File: config.mk
export PLATFORM = sky130hd
export DESIGN_NAME = dma_write_master
export DESIGN_NICKNAME = d
export VERILOG_FILES = /design/src/rtl/dma_write_master.sv
export SDC_FILE = /design/constraint.sdc
export NUM_CORES = 1
export LEC_CHECK = 0
export BUFFER_PORTS_ARGS = -buffer_cell sky130_fd_sc_hd__buf_2
export CAP_MARGIN = 40
export CORE_AREA = 2 2 132 134
export DETAILED_ROUTE_END_ITERATION = 10
export DIE_AREA = 0 0 134 136
export PLACE_DENSITY = 0.59
export SLEW_MARGIN = 20
export SYNTH_ARGS = -nofsm -noshare
export SYNTH_HDL_FRONTEND = slang
export SYNTH_SLANG_ARGS = --single-unit
File: constraint.sdc
create_clock -name iClk -period 3.3 [get_ports iClk]
set_input_delay 0.33 -clock iClk [delete_from_list [all_inputs] [get_ports iClk]]
set_output_delay 0.33 -clock iClk [all_outputs]
set_load 0.02 [all_outputs]
File: src/rtl/dma_write_master.sv
// dma_write_master
//   Write-side stage of a simple DMA controller. Pops 32-bit words from the
//   shared data FIFO (normal, non-show-ahead mode) and writes them to an
//   Avalon-MM slave, starting at a word-aligned destination address, until
//   Length bytes have been written. The last word carries a partial,
//   little-endian byte enable when Length is not a multiple of 4.
//
// Ports
//   iClk, iReset        clock and synchronous active-high reset
//   Start, Length       transfer request (sampled only in IDLE) and byte count
//   WM_startaddress     destination byte address, low two bits ignored
//   FF_empty, FF_q      FIFO status and read data (valid the cycle after a pop)
//   FF_readrequest      FIFO pop, combinational
//   oWM_*               registered Avalon-MM write request/address/data/byteenable
//   iWM_waitrequest     slave stall
//   Busy, Done          activity level and one-cycle completion pulse
module dma_write_master #(
  parameter int ADDR_WIDTH = 32,
  parameter int LEN_WIDTH  = 32
) (
  input  logic                  iClk,
  input  logic                  iReset,
  input  logic                  Start,
  input  logic [LEN_WIDTH-1:0]  Length,
  input  logic [ADDR_WIDTH-1:0] WM_startaddress,
  input  logic                  FF_empty,
  input  logic [31:0]           FF_q,
  output logic                  FF_readrequest,
  output logic                  oWM_write,
  output logic [ADDR_WIDTH-1:0] oWM_writeaddress,
  output logic [31:0]           oWM_writedata,
  output logic [3:0]            oWM_byteenable,
  input  logic                  iWM_waitrequest,
  output logic                  Busy,
  output logic                  Done
);

  typedef enum logic [2:0] {
    S_IDLE,
    S_FETCH,
    S_LATCH,
    S_WRITE,
    S_DONE
  } state_t;

  state_t                state_q, state_d;
  logic [ADDR_WIDTH-1:0] addr_q, addr_d;
  logic [LEN_WIDTH-1:0]  remaining_q, remaining_d;
  logic                  write_q, write_d;
  logic [ADDR_WIDTH-1:0] waddr_q, waddr_d;
  logic [31:0]           wdata_q, wdata_d;
  logic [3:0]            be_q, be_d;
  logic                  busy_q, busy_d;
  logic                  done_q, done_d;

  // Byte enables for the word about to be written: full word while at least
  // four bytes remain, otherwise only the lowest 'remaining' bytes.
  logic [3:0] be_from_remaining;
  always_comb begin
    be_from_remaining = 4'b1111;
    if (remaining_q < LEN_WIDTH'(4)) begin
      case (remaining_q[1:0])
        2'd3:    be_from_remaining = 4'b0111;
        2'd2:    be_from_remaining = 4'b0011;
        2'd1:    be_from_remaining = 4'b0001;
        default: be_from_remaining = 4'b0000;
      endcase
    end
  end

  always_comb begin
    state_d        = state_q;
    addr_d         = addr_q;
    remaining_d    = remaining_q;
    write_d        = write_q;
    waddr_d        = waddr_q;
    wdata_d        = wdata_q;
    be_d           = be_q;
    busy_d         = busy_q;
    done_d         = done_q;
    FF_readrequest = 1'b0;

    case (state_q)
      S_IDLE: begin
        // Done from the previous transfer drops here; Busy drops with it
        // unless a new transfer is accepted on this very edge.
        done_d = 1'b0;
        busy_d = 1'b0;
        if (Start) begin
          busy_d = 1'b1;
          if (Length != '0) begin
            addr_d      = WM_startaddress & ~ADDR_WIDTH'(3);
            remaining_d = Length;
            state_d     = S_FETCH;
          end else begin
            state_d = S_DONE;
          end
        end
      end

      S_FETCH: begin
        if (!FF_empty) begin
          FF_readrequest = 1'b1;
          state_d        = S_LATCH;
        end
      end

      S_LATCH: begin
        // FF_q is valid now, one cycle after the pop issued in FETCH.
        wdata_d = FF_q;
        waddr_d = addr_q;
        be_d    = be_from_remaining;
        write_d = 1'b1;
        state_d = S_WRITE;
      end

      S_WRITE: begin
        if (!iWM_waitrequest) begin
          write_d = 1'b0;
          addr_d  = addr_q + ADDR_WIDTH'(4);
          if (remaining_q <= LEN_WIDTH'(4)) begin
            remaining_d = '0;
            state_d     = S_DONE;
          end else begin
            remaining_d = remaining_q - LEN_WIDTH'(4);
            state_d     = S_FETCH;
          end
        end
      end

      S_DONE: begin
        done_d  = 1'b1;
        state_d = S_IDLE;
      end

      default: state_d = S_IDLE;
    endcase
  end

  always_ff @(posedge iClk) begin
    if (iReset) begin
      state_q     <= S_IDLE;
      addr_q      <= '0;
      remaining_q <= '0;
      write_q     <= 1'b0;
      waddr_q     <= '0;
      wdata_q     <= '0;
      be_q        <= '0;
      busy_q      <= 1'b0;
      done_q      <= 1'b0;
    end else begin
      state_q     <= state_d;
      addr_q      <= addr_d;
      remaining_q <= remaining_d;
      write_q     <= write_d;
      waddr_q     <= waddr_d;
      wdata_q     <= wdata_d;
      be_q        <= be_d;
      busy_q      <= busy_d;
      done_q      <= done_d;
    end
  end

  assign oWM_write        = write_q;
  assign oWM_writeaddress = waddr_q;
  assign oWM_writedata    = wdata_q;
  assign oWM_byteenable   = be_q;
  assign Busy             = busy_q;
  assign Done             = done_q;

endmodule

## Word-level counts from Yosys, hierarchy flattened

Cells that the tools add are included.

| storage, ports and cells | value |
|---|---|
| bits in registers | 138 |
| output and inout port bits | 72 |
| word-level logic and storage cells | 55 |

| cells by class | value |
|---|---|
| add/subtract/negate cells | 2 |
| $lt $le $gt $ge | 2 |
| equality and inequality tests | 11 |
| mux-type cells | 23 |
| reduce and logical (&&, ||, !) cells | 8 |

Operators by type and width:

| operator | count |
|---|---|
| $mux 32 | 7 |
| $pmux 32 s2 | 2 |
| $add 32x3->32 const B | 1 |
| $le 32x3->1 const B | 1 |
| $lt 32x3->1 const B | 1 |
| $reduce_bool 32->1 | 1 |
| $sub 32x3->32 const B | 1 |
| $mux 3 | 5 |
| $pmux 3 s4 | 1 |
| $pmux 3 s3 | 1 |
| $ne 2x2->1 const B | 4 |
| $eq 3x2->1 const B | 2 |
| $reduce_bool 2->1 | 3 |
| $eq 2x2->1 const B | 2 |
| $mux 1 | 4 |
| $mux 4 | 1 |
| $pmux 1 s2 | 2 |
| $reduce_and 4->1 | 1 |
| $eq 3x1->1 const B | 1 |
| $eq 3x3->1 const B | 1 |
| $logic_not 3->1 | 1 |
| $reduce_and 3->1 | 1 |
| $eq 2x1->1 const B | 1 |
| $reduce_and 2->1 | 1 |

## Depth between registers and ports, before layout

| logic depth | value |
|---|---|
| depth in word-level cells | 4 |
| depth in mapped cells | 9 |
| mapped depth without buffers | 8 |

## Worst setup path after synthesis

OpenSTA, ideal clock, no wires.

| path | value |
|---|---|
| path type | flip-flop to flip-flop |
| start | register remaining_q[27] |
| end | register remaining_q[12] |
| setup time | 0.120 ns |
| arrival time | 2.173 ns |
| slack | 1.007 ns |
| cell stages (with the launch flop) | 8 |
| path buffers | 1 |
| path through | dfxtp_1 -> or3_4 -> or3_4 -> or4_4 -> buf_6 -> a31oi_1 -> nor3b_1 -> a211o_1 |

| between the ends | value |
|---|---|
| longest elaborated chain between the ends | 4 |

RTL lines:

| what | line | text |
|---|---|---|
| start: declaration | 48 | `logic [LEN_WIDTH-1:0] remaining_q, remaining_d;` |
| start signal: assignment | 154 | `remaining_q <= remaining_d;` |
| $le 32x3->1 | 121 | `if (remaining_q <= LEN_WIDTH'(4)) begin` |
| $mux 32 | 121 |  |
| $mux 32 | 118 | `if (!iWM_waitrequest) begin` |
| $pmux 32 s2 | 83 | `case (state_q)` |

No other way between the ends. The select of a mux whose other input is x is not followed.
A chain may end at the register's enable or synchronous reset.

## Final worst setup path

| path | value |
|---|---|
| start | register state_q[1] |
| end | register addr_q[6] |

| between the ends | value |
|---|---|
| longest elaborated chain between the ends | 3 |

RTL lines:

| what | line | text |
|---|---|---|
| start: declaration | 46 | `state_t state_q, state_d;` |
| start signal: assignment | 152 | `state_q <= state_d;` |
| $eq 3x2->1 or $logic_not 3->1 (tied branches) | 83 |  |
| $ne 2x2->1 (no line) or $reduce_bool 2->1 (tied branches) | n/a |  |
| $reduce_and 4->1 (no line) | n/a |  |
| end signal: assignment | 153 | `addr_q <= addr_d;` |
| end: declaration | 47 | `logic [ADDR_WIDTH-1:0] addr_q, addr_d;` |

Parallel ways exist; a longest one is shown, timed or not.

==> results.md <==
- CTS buffer count: 17
- R2R depth: 6
- Synth top area share: 0.406
- FILL cells: approximately 1.7k
- Worst Hold Class: in -> reg
- TritonCTS clock tree: yes
- IO Port Bufs: 168
- Largest net degree at the start of global routing: 72
- CTS H-tree depth: 4
- Synthesized-area fraction occupied by adder cells: 0.00568
- Placer Congestion: 0.851
- Layout area overhead: 26.8%
- Detail-routed via count per cell: 5.51
- Die area: 0.0182 mm^2
- Worst path cell trace: or4b_4 > o21ai_0 > o31a_2 > buf_4 > o21ai_0 > a221oi_1
- Cell repeated most along the worst path: o21ai_0
- First-pass GRT wire length: 32.0 mm
- Routed wire length: 20.4 mm
- Top_reg_cell synth: dfxtp_1
- Reg-to-Reg Start: state_q[1]
- Main combinational cell family by area after synthesis: simple AND/OR/NAND/NOR gates
- Unique masters post-synth: 71
- Fmax: 373 MHz
- GR Util All Layers: 0.218
- Crit start category: register
- Worst Min Path Start: Length[12]
- Post-synth EDFFs: 0
- RSZ-0062 raised after global routing: no
- CTS Buffer Depth: 2
- 1st-iter DRT viols: around 540
- Share of layout cells above drive strength 1: 0.235
- N_diodes: 0
- DRT antenna net count: 0
- Slowest CP cell: or4b_4
- WHS Path Cells: 2
- IO Count: around 170
- Die W: 134 um
- Root buffer cell: clkbuf_16
- Worst reg2reg path endpoint: addr_q[6]
- Post-DR wirelength/cell: 16.1 um
- Residual DRC: 0
- Worst hold endpoint: remaining_q[12]
- # nets final: roughly 1.1k
- FP Rows: 48
- Count leader, synth: nand2_1
- Clock skew: 0.0164 ns
- Sequential area share after synthesis: 0.406
- Final Critical Period: roughly 2.7 ns
- Max Cap Violations: 0
- GRT overflow: 0
- Power Density: 621 mW/mm^2
- Status: finished clean
- WP data arrival: 3.00 ns
- Final Slew Violations: 0
- CTS sink cnt: 134
- Post-Synth Simple-Gate Area: 0.281
- First-pass DRT Iterations: 5
- CP top delay family: compound AO/OA/AOI/OAI gates
- Leak: approximately 0.0033 uW
- Instance count on the critical path: 6
- Post-synth top cells: 188 x nand2_1, 134 x dfxtp_1, 115 x a21oi_1, 63 x o21ai_0, 56 x nor2_1
- Starting density of the core: 0.392
- Syn avg cell area: 7.50 um^2
- Hold Vio Cnt, Final: 0
- Die H: 136 um
- Synth Warn #: 0
- Worst VDD drop: between 0.3 and 0.4 mV
- Synth Register Bits: between 100 and 150
- Top cells by area, synth: dfxtp_1 41%, nand2_1 11%, a21oi_1 8.7%
- # setup viols final: 0
- CP Max Fanout: 30
- HPWL Detailed: 13.8 mm
- Setup bufs post-CTS: 0
- Slew @ Worst Pin: 0.785 ns
- Core area: 0.0169 mm^2
- Final TNS setup: 0 ns
- Initial antenna violation count: 0
- Worst-path clk slew: approximately 0.070 ns
- Synth Area in Compound Gates: 0.257
- Worst Setup End Kind: register
- Final Cycle Share: 0.811
- Vias: 6,976
- Mux cell area share after synthesis: 0
- Worst EP required: 3.62 ns
- CTS Hold Bufs: 0
- Mapped Cells: 882
- CP Buf/Inv Count: 1
- Worst-Skew Late Latency: 0.42 ns
- Vias in the first global route: 6,178
- Yosys top cell by area: dfxtp_1
- Async S/R FF share, synth: 0
- Resized cells post-CTS: 0
- Reg-to-reg slack, setup: 0.62 ns
- Slew headroom: 0.477
- Crit path kind: reg -> reg
- Max stage delay on crit path: 0.60 ns
- XOR/XNOR Fraction of Synth Area: 0.00132
- Cell Area, Synth: 0.00661 mm^2
- Utilization after layout: 0.497
## power by group
part / internal [uW] / switching, uW
combinational: 386 / 669
clock: 1500 / 751
sequential: 1760 / 143
total: 3640 / 1560
## placed cells by master, fill, tap and decap left out, types with 7 or more instances in the layout
master / instances
a211oi_1: 10
a21oi_1: 115
a22o_1: 7
a22oi_1: 12
a31oi_1: 7
and3_1: 9
buf_2: 167
buf_4: 26
bufinv_16: 7
clkbuf_16: 17
dfxtp_1: 134
inv_1: 9
nand2_1: 188
nand3_1: 21
nand4_1: 10
nor2_1: 54
nor3_1: 39
nor3b_1: 8
nor4_1: 19
o21ai_0: 63
o31ai_1: 9
o41ai_1: 7
or3_1: 9
## cell families (layout without fill, tap and decap cells)
family                     Yosys count  in the layout
adders and majority gates            3              3
DFF                                134            134
and+or+nand+nor                    390            390
xor gates and xnor gates             1              1
buffers and inverters               77            236
AOI/OAI and AO/OA                  276            276
other                                1              2
## layout make-up
type                    count  area [um^2]  area share
repair buffers            194         1050       0.125
flip-flops and latches    134         2680       0.320
clock buffers              17          425      0.0507
multi-input cells         672         3640       0.433
clock inverters            15          274      0.0327
inverters                  10         37.5     0.00447
well taps                 225          282      0.0336
## per-layer routing
layer / share of wire / vias up / track usage
met2: 0.45 / 225 / 0.357
li1: - / 3491 / -
met1: 0.47 / 3239 / 0.294
met5: 0 / - / 0
met3: 0.059 / 21 / 0.0410
met4: 0.014 / 0 / 0.0632
## worst max-delay path by stage
| stage | from | end |
|---|---|---|
| 6_report | state_q[1] | addr_q[6] |
| 5_1_grt | state_q[1] | addr_q[6] |
| 4_1_cts | state_q[1] | addr_q[6] |
| 3_5_place_dp | state_q[1] | addr_q[6] |
| 3_3_place_gp | state_q[1] | addr_q[6] |
| 2_1_floorplan | remaining_q[27] | remaining_q[12] |
## state kept, by name, indices dropped and copies added, names as in the netlist
signal	cells
oWM_write	1
oWM_writeaddress	30
Busy	1
Done	1
oWM_byteenable	4
remaining_q	32
state_q	3
oWM_writedata	32
addr_q	30
## metrics by stage
stage / hold slack [ns] / worst slack, ns / std cells / power [uW] / instance area, um^2
CTS: 0.119 / 0.635 / 1267 / 5230 / 8390
global route: 0.121 / 0.469 / 1267 / 5430 / 8390
floorplan: 0.441 / 1.01 / 883 / 2610 / 6620
detailed placement: 0.444 / 0.667 / 1235 / 2970 / 7690
global placement: 0.439 / 0.672 / 1234 / 2970 / 7660
finish: 0.130 / 0.623 / 1267 / 5210 / 8390
## worst reg2reg max path, stage by stage (launching register included)
cell	delay, ns
dfxtp_1	0.43
or4b_4	0.60
o21ai_0	0.25
o31a_2	0.46
buf_4	0.40
o21ai_0	0.15
a221oi_1	0.29
Note: power is estimated with default switching activity, not from simulation.
